`config.mk`:
```
export PLATFORM = sky130hd
export DESIGN_NAME = uart_tx
export DESIGN_NICKNAME = d
export VERILOG_FILES = /design/src/rtl/uart_pkg.sv /design/src/rtl/uart_tx_baud_cnt.sv /design/src/rtl/uart_tx.sv
export SDC_FILE = /design/constraint.sdc
export NUM_CORES = 1
export LEC_CHECK = 0
export CAP_MARGIN = 20
export CORE_UTILIZATION = 50
export CTS_CLUSTER_DIAMETER = 80
export DETAILED_ROUTE_END_ITERATION = 6
export DONT_BUFFER_PORTS = 1
export SKIP_LAST_GASP = 1
export SLEW_MARGIN = 10
export SYNTH_ARGS = -nofsm -noshare
export SYNTH_HDL_FRONTEND = slang
export SYNTH_SLANG_ARGS = --single-unit
```
`constraint.sdc`:
```
create_clock -name Clk -period 2.9 [get_ports Clk]
set_clock_uncertainty 0.1 [all_clocks]
set_input_delay 0.145 -clock Clk [delete_from_list [all_inputs] [get_ports Clk]]
set_output_delay 0.145 -clock Clk [all_outputs]
set_load 0.02 [all_outputs]
```
`src/rtl/uart_pkg.sv`:
```
// uart_pkg: FSM encoding and line/parity constants for uart_tx; PARITY state exists only with UART_TX_PARITY_EN
package uart_pkg;
`ifdef UART_TX_PARITY_EN
  typedef enum logic [2:0] {IDLE, START, DATA, PARITY, STOP} state_t;
`else
  typedef enum logic [1:0] {IDLE, START, DATA, STOP} state_t;
`endif
  localparam logic IDLE_LVL  = 1'b1;
  localparam logic START_LVL = 1'b0;
  localparam logic PAR_EVEN  = 1'b0;
  localparam logic PAR_ODD   = 1'b1;
endpackage

```
`src/rtl/uart_tx_baud_cnt.sv`:
```
// uart_tx_baud_cnt: bit-period counter, bit_done on the last cycle of each bit
module uart_tx_baud_cnt #(
  parameter int CLKS_PER_BIT = 16
) (
  input  logic Clk,
  input  logic Rst,
  input  logic clear,
  input  logic enable,
  output logic bit_done
);
  localparam int W = $clog2(CLKS_PER_BIT);
  logic [W-1:0] cnt;
  assign bit_done = enable && cnt == W'(CLKS_PER_BIT - 1);
  always_ff @(posedge Clk or negedge Rst)
    if (!Rst) cnt <= '0;
    else if (clear || bit_done) cnt <= '0;
    else if (enable) cnt <= cnt + 1'b1;
endmodule

```
`src/rtl/uart_tx.sv`:
```
// uart_tx: serial transmitter, LSB first, one idle cycle between back-to-back frames; UART_TX_PARITY_EN adds par_typ and a parity bit
module uart_tx
  import uart_pkg::*;
#(
  parameter int CLKS_PER_BIT = 16,
  parameter int DATA_WIDTH   = 8
) (
  input  logic                  Clk,
  input  logic                  Rst,
  input  logic [DATA_WIDTH-1:0] tx_data,
  input  logic                  tx_valid,
`ifdef UART_TX_PARITY_EN
  input  logic                  par_typ,
`endif
  output logic                  tx_ready,
  output logic                  tx_out,
  output logic                  busy
);
  localparam int IW = $clog2(DATA_WIDTH);
`ifdef UART_TX_PARITY_EN
  localparam state_t AFTER_DATA = PARITY;
  logic par_r;
`else
  localparam state_t AFTER_DATA = STOP;
`endif
  state_t state, state_nxt;
  logic [DATA_WIDTH-1:0] data_r;
  logic [IW-1:0] bit_idx;
  logic bit_done, line_nxt, accept;
  assign tx_ready = Rst && state == IDLE;
  assign accept = tx_valid && tx_ready;
  uart_tx_baud_cnt #(.CLKS_PER_BIT(CLKS_PER_BIT)) u_baud (
    .Clk(Clk),
    .Rst(Rst),
    .clear(state == IDLE),
    .enable(state != IDLE),
    .bit_done(bit_done)
  );
  // line_nxt is the level of the current state; registering it keeps tx_out glitch-free one cycle behind state
  always_comb begin
    state_nxt = state;
    line_nxt = IDLE_LVL;
    case (state)
      IDLE: state_nxt = accept ? START : IDLE;
      START: begin
        state_nxt = bit_done ? DATA : START;
        line_nxt = START_LVL;
      end
      DATA: begin
        state_nxt = bit_done && bit_idx == IW'(DATA_WIDTH - 1) ? AFTER_DATA : DATA;
        line_nxt = data_r[bit_idx];
      end
`ifdef UART_TX_PARITY_EN
      PARITY: begin
        state_nxt = bit_done ? STOP : PARITY;
        line_nxt = ^data_r ^ par_r;
      end
`endif
      STOP: state_nxt = bit_done ? IDLE : STOP;
      default: state_nxt = IDLE;
    endcase
  end
  always_ff @(posedge Clk or negedge Rst)
    if (!Rst) begin
      state <= IDLE;
      tx_out <= IDLE_LVL;
      busy <= 1'b0;
      data_r <= '0;
      bit_idx <= '0;
`ifdef UART_TX_PARITY_EN
      par_r <= PAR_EVEN;
`endif
    end else begin
      state <= state_nxt;
      tx_out <= line_nxt;
      busy <= state != IDLE;
      bit_idx <= state != DATA ? '0 : bit_done ? bit_idx + 1'b1 : bit_idx;
      if (accept) data_r <= tx_data;
`ifdef UART_TX_PARITY_EN
      if (accept) par_r <= par_typ;
`endif
    end
endmodule

```
==> results of run 1 <==
metrics by stage:
step	total power, mW	instance area [um2]	setup slack, ns	instances	util [%]
3_5_place_dp	0.2849	882.1	1.420	86	56.58
6_report	0.4248	998.5	1.323	99	64.04
5_1_grt	0.4474	998.5	1.219	99	64.04
3_3_place_gp	0.2849	882.1	1.420	86	56.58
2_1_floorplan	0.2836	867.1	1.487	71	-
4_1_cts	0.4320	998.5	1.292	99	64.04
final cells by class:
type | instances | area, um2 | area share (%)
sequential | 19 | 476.7 | 47.74
multi-input combinational | 48 | 370.4 | 37.09
timing repair buffer | 10 | 97.59 | 9.774
clock buffer | 4 | 26.28 | 2.632
tap | 16 | 20.02 | 2.005
inverter | 2 | 7.507 | 0.7519
state kept, by name, indices dropped and copies added (netlist names):
register    flops
data_r          8
busy            1
bit_idx         3
state           2
u_baud.cnt      4
tx_out          1
power by group:
group          switching [mW]  internal, mW
Clock                  0.0774        0.0537
Sequential            0.00272         0.270
Combinational         0.00824        0.0128
Total                  0.0884         0.336
cell families after synthesis:
family          Yosys count  synth area share, %
compound gates            8                5.339
xor+xnor                  3                3.031
fa+ha+maj                 3                4.329
buf+inv                   4                2.309
flops                    19                54.98
mux                      14                17.32
simple gates             20                12.70
critical path: stages (launching register included):
cell and delay [ns]:
sky130_fd_sc_hd__dfrtp_1 0.45, sky130_fd_sc_hd__nor2_1 0.29, sky130_fd_sc_hd__and2_1 0.30
cells in the final DEF (no fill, tap or decap), drive strengths merged:
cell / count
dfrtp: 18
dlygate4sd3: 9
mux2: 8
mux2i: 6
nor2: 5
nand2b: 4
clkbuf: 4
xnor2: 3
a21oi: 3
ha: 3
inv: 2
and3: 2
nand2: 2
o22ai: 2
nand3: 2
o21ai: 2
or2: 1
o31a: 1
nor4bb: 1
and2: 1
nand4b: 1
nor3: 1
buf: 1
dfstp: 1
worst paths after layout:
path                              endpoint  slack [ns]  cells past startpoint
max in group asynchronous        data_r[6]        1.88                      1
worst min register to register   data_r[1]        0.41                      1
worst min-delay path              state[0]        0.24                      4
worst max register to register   data_r[7]        1.41                      3
min in group asynchronous       bit_idx[1]        0.29                      1
worst max-delay path              tx_ready        1.32                      2
per-layer routing:
metal / vias to the layer above / wire (um) / GRT usage (%)
li1: 270 / - / -
met1: 265 / 716 / 25.97
met2: 12 / 631 / 25.97
met3: 5 / 61 / 6.250
met4: 0 / 47 / 13.13
met5: - / 0 / 0
==> out/qor.csv, run 1 <==
metric,value,unit
maxCapViolCount,0,
pin_count_of_the_biggest_net_entering_global_routing,20,
post_cts_hold_buffer_count,9,
route.detailed.wl_per_inst,14.71,um
final.fill_count,130,
fmax,0.6340,GHz
post_dr_vias_cell,5.576,
synth_nets,85,
async_reset_ff_share,100.0,%
synth_enable_flop_cells,0,
worstHoldPathType,in2reg,
drt-pass1-iter-count,6,
finalCriticalPeriod,1.577,ns
synth_area_leaders,"sky130_fd_sc_hd__dfrtp_1, sky130_fd_sc_hd__mux2_2, sky130_fd_sc_hd__mux2i_1",
ys_seq_area_share,54.98,%
ctsResizeCount,0,
powerDensity,425.5,nW/um2
flow.area_growth_from_synthesis,15.15,%
arrival,1.33,ns
design.die.area,1905,um2
chipHeight,43.65,um
drc_errors,1,
critical_register_to_register_path_startpoint,state[1],
number_of_setup_buffers_added_after_cts,0,
tightestPinTransition,0.8587,ns
cts_tree,built,
place.port_buffers,0,
htreeDepth,1,
clock_sinks,19,
commonest_cells_in_the_netlist,"sky130_fd_sc_hd__dfrtp_1, sky130_fd_sc_hd__mux2_2, sky130_fd_sc_hd__mux2i_1",
detailedRoute.firstIterationViolations,3,
slew_headroom,42.57,%
synth_cell_types,23,
initial_cell_density_of_the_core,55.62,%
final_max_slew_viol_count,0,
placeableCoreArea,1559,um2
ios,14,
worstPathRequired,2.65,ns
yosys.area.top_type_share,51.95,%
skew_pair_late_insertion_delay,0.30,ns
num-nets-final,98,
violations,design-rule violations,
final-hold-violation-count,0,
via_count,552,
cts-root-to-sink-buffers,2,
synth_top_flop_cell,sky130_fd_sc_hd__dfrtp_1,
yosysTopAreaCell,sky130_fd_sc_hd__dfrtp_1,
crit_startpoint,state[1],
yosys_register_bits,19,
grt_first_pass_wirelength,2490,um
antenna_found_initial,0,
rsz0062_at_grt,no,
avgSynthCellArea,12.21,um2
hold-worst-slack,0.2412,ns
yosys_warning_total,0,
cts_root_buffer,sky130_fd_sc_hd__clkbuf_4,
classification_of_the_worst_setup_path,reg2out,
grtUsageTotal,19.17,%
number_of_clock_buffers_inserted_by_tritoncts,3,
synth_cells,71,
syn-cell-area,867.1,um2
power.ir.vdd_worst,0.0003112,V
finalWeightedCongestion,0.7581,
setup_total_negative_slack,0,ns
dp_hpwl,979.9,um
status,finished with violations,
layout-drive-gt1-share,16.87,%
hold_start,tx_valid,
startpoint_type,register,
min_period_over_period,54.39,%
final_antenna_net_count,0,
wirelength,1456,um
path_clk_slew,0.10,ns
core.rowCount,14,
critical_path.endpoint_type,output pin,
timing.critical_path.fanout_max,6,
leakagePower,0.4479,nW
synth_most_common_cell,sky130_fd_sc_hd__dfrtp_1,
fp.dieW,43.65,um
setup_viol,0,
global_route.overflow_total,0,
insertedDiodeCount,0,
vias_in_the_first_global_route,565,
Power figures use the tool's default switching activity.
==> run 2, diff against run 1 <==
- ABC_AREA: default -> 1
- clock period: 2.9 -> 1.6 ns (I/O delays scaled with it)
==> run 2 against run 1 <==
Wire length is 12% higher; largest power group unchanged; sequential share of layout area is 2.4 points lower; register-to-register slack worse by 1.2 ns; sequential power is 81% higher; the flow now finishes without violations; critical path type is now reg2reg; largest cell class unchanged; critical endpoint is now bit_idx[1].
==> out/qor.csv, run 2 <==
metric,value,unit,change
async_reset_ff_share,100.0,%,unchanged
insertedDiodeCount,0,,unchanged
via_count,688,,+25%
design_area,1052,um2,+5.4%
yosys_register_bits,19,,unchanged
dp_hpwl,1057,um,+7.8%
ios,14,,unchanged
final_antenna_net_count,0,,unchanged
cts-root-to-sink-buffers,2,,unchanged
avgSynthCellArea,8.662,um2,-29%
wirelength,1628,um,+12%
detailedRoute.firstIterationViolations,8,,+5
status,"complete, no violations",,
num-nets-final,132,,+35%
layout.core_utilization,66.01,%,+2.0 points
worst_path_dominant_cell_family,flip-flops,,
rsz0062_at_grt,no,,
cpMaxStageDelayCell,sky130_fd_sc_hd__dfrtp_1,,
design_power_total,0.7761,mW,+83%
setup_total_negative_slack,0,ns,unchanged
drt-pass1-iter-count,4,,-2
startpoint_type,register,,
worstPathRequired,1.72,ns,-0.93 ns
slew_headroom,44.65,%,+2.1 points
power.ir.vdd_worst,0.0004750,V,+53%
skew_pair_late_insertion_delay,0.29,ns,about the same
placement.setup.worst_slack,0.2870,ns,-1.133 ns
final.fill_count,148,,+14%
synth_nets,118,,+39%
worst_path_most_repeated_cell,sky130_fd_sc_hd__nand2_1,,
critical_path.endpoint_type,register,,
number_of_clock_buffers_inserted_by_tritoncts,3,,unchanged
reg.largest.list,"data_r x8, u_baud.cnt x4, bit_idx x3",,
classification_of_the_worst_setup_path,reg2reg,,
largest_register_ff_count,8,,unchanged
fp.dieW,44.45,um,+1.8%
multi_input_comb_area,377.9,um2,+2.0%
register_area,476.7,um2,unchanged
slack_of_the_critical_path,0.2532,ns,-1.070 ns
leakagePower,0.5601,nW,+25%
tightestPinTransition,0.8275,ns,-0.03116 ns
syn-cell-area,900.9,um2,+3.9%
powerDensity,737.6,nW/um2,+73%
min_period_over_period,84.17,%,
mostFrequentLayoutCell,sky130_fd_sc_hd__nand2_1,,
antenna_found_initial,0,,unchanged
cts_root_buffer,sky130_fd_sc_hd__clkbuf_4,,
finalCriticalPeriod,1.347,ns,
finalWeightedCongestion,0.8211,,+8.3%
grt_first_pass_wirelength,2739,um,+10%
commonest_cells_in_the_netlist,"sky130_fd_sc_hd__nand2_1, sky130_fd_sc_hd__dfrtp_1, sky130_fd_sc_hd__nand3_1",,
vias_in_the_first_global_route,669,,+18%
timing.critical_path.fanout_max,5,,-1
chipHeight,44.45,um,+1.8%
setup_viol,0,,unchanged
dpl-instance-area,925.9,um2,+5.0%
hold-worst-slack,0.04933,ns,-0.1919 ns
path_clk_slew,0.10,ns,about the same
worstHoldPathType,in2reg,,
ys_seq_area_share,52.92,%,-2.1 points
cp.buffers_inverters,1,,+1
initial_cell_density_of_the_core,56.51,%,+0.90 points
placed_cell_count,127,,+48%
flow.area_growth_from_synthesis,16.81,%,
arrival,1.47,ns,+0.14 ns
yosys.area.top_type_share,50.00,%,-1.9 points
ctsResizeCount,0,,unchanged
place.port_buffers,0,,unchanged
critical-path-max-stage-delay,0.41,ns,-0.04 ns
post_dr_vias_cell,4.879,,-12%
yosys_warning_total,0,,unchanged
yosysTopAreaCell,sky130_fd_sc_hd__dfrtp_1,,
synth_area_leaders,"sky130_fd_sc_hd__dfrtp_1, sky130_fd_sc_hd__nand2_1, sky130_fd_sc_hd__nand3_1",,
synth_cell_types,17,,-26%
final-hold-violation-count,0,,unchanged
maxCapViolCount,0,,unchanged
synth_enable_flop_cells,0,,unchanged
synth_top_flop_cell,sky130_fd_sc_hd__dfrtp_1,,
drc_errors,0,,-1
synth_most_common_cell,sky130_fd_sc_hd__nand2_1,,
cts_tree,built,,
htreeDepth,1,,unchanged
pin_count_of_the_biggest_net_entering_global_routing,20,,unchanged
placeableCoreArea,1594,um2,+2.2%
layout_common_cells,"sky130_fd_sc_hd__nand2_1, sky130_fd_sc_hd__dfrtp_1, sky130_fd_sc_hd__nand3_1, sky130_fd_sc_hd__dlygate4sd3_1, sky130_fd_sc_hd__inv_1",,
global_route.overflow_total,0,,unchanged
fmax,0.7425,GHz,
largest-register,data_r,,
final_max_slew_viol_count,0,,unchanged
clock_sinks,19,,unchanged
synth_cells,104,,+46%
path_cells,ha_1 > nand2_1 > nor2_2 > inv_1 > nand2_1 > o21ai_1,,
route.detailed.wl_per_inst,11.55,um,-21%
core.rowCount,14,,unchanged
design.die.area,1975,um2,+3.7%
number_of_setup_buffers_added_after_cts,0,,unchanged
layout-drive-gt1-share,11.11,%,-5.8 points
final_cells,141,,+42%
grtUsageTotal,19.42,%,+0.25 points
## run 2: changes by cell type after synthesis, sizes merged, moves of 3 or more
cell	delta
nor2	+5
nand2b	-4
mux2i	-6
xnor2	-3
a21oi	-3
mux2	-8
nand3	+13
nand2	+36
o21ai	+3
inv	+9
## run 2: kinds of logic after synthesis
group           share of synthesized area, %
simple gates                           32.64
flops                                  52.92
buf+inv                                5.138
compound gates                         4.166
fa+ha+maj                              4.167
xor+xnor                              0.9724
## run 2: worst reg2reg max path: stages (launching register included)
cell                      delay [ns]
sky130_fd_sc_hd__dfrtp_1        0.41
sky130_fd_sc_hd__ha_1           0.22
sky130_fd_sc_hd__nand2_1        0.09
sky130_fd_sc_hd__nor2_2         0.05
sky130_fd_sc_hd__inv_1          0.14
sky130_fd_sc_hd__nand2_1        0.12
sky130_fd_sc_hd__o21ai_1        0.14
## run 2: final cells by class
class | instances | share of cell area (%)
well taps | 24 | 2.854
repair buffers | 10 | 9.512
inverters | 11 | 3.924
flip-flops and latches | 19 | 45.30
clock buffers | 4 | 2.497
multi-input cells | 73 | 35.91
## run 2: path summary, 6_finish.rpt
path,to,depth (start not counted),start,slack (ns)
max,bit_idx[1],6,u_baud.cnt[0],0.25
max in group asynchronous,data_r[3],1,Rst,0.67
min in group asynchronous,busy,1,Rst,0.22
min,data_r[4],4,Rst,0.05
min reg2reg,u_baud.cnt[0],1,u_baud.cnt[0],0.37
max reg2reg,bit_idx[1],6,u_baud.cnt[0],0.25
## run 2: what timing repair did
item	4_1_cts	5_1_grt
endpoints found under the hold margin	28	0
endpoints found under the setup margin	0	0
hold buffers	10	0
## run 2: report_power, final
part	internal, mW	switching, mW
clock network	0.0969	0.139
registers	0.489	0.00587
logic	0.0216	0.0236
## run 2: routing by layer
layer  track usage (%)  vias up  part of all wire [%]
met5                 0        -                     0
met4             10.91        0                   2.1
met3             2.857        4                   4.7
met2             30.29       18                    44
met1             25.78      312                    49
li1                  -      354                     -
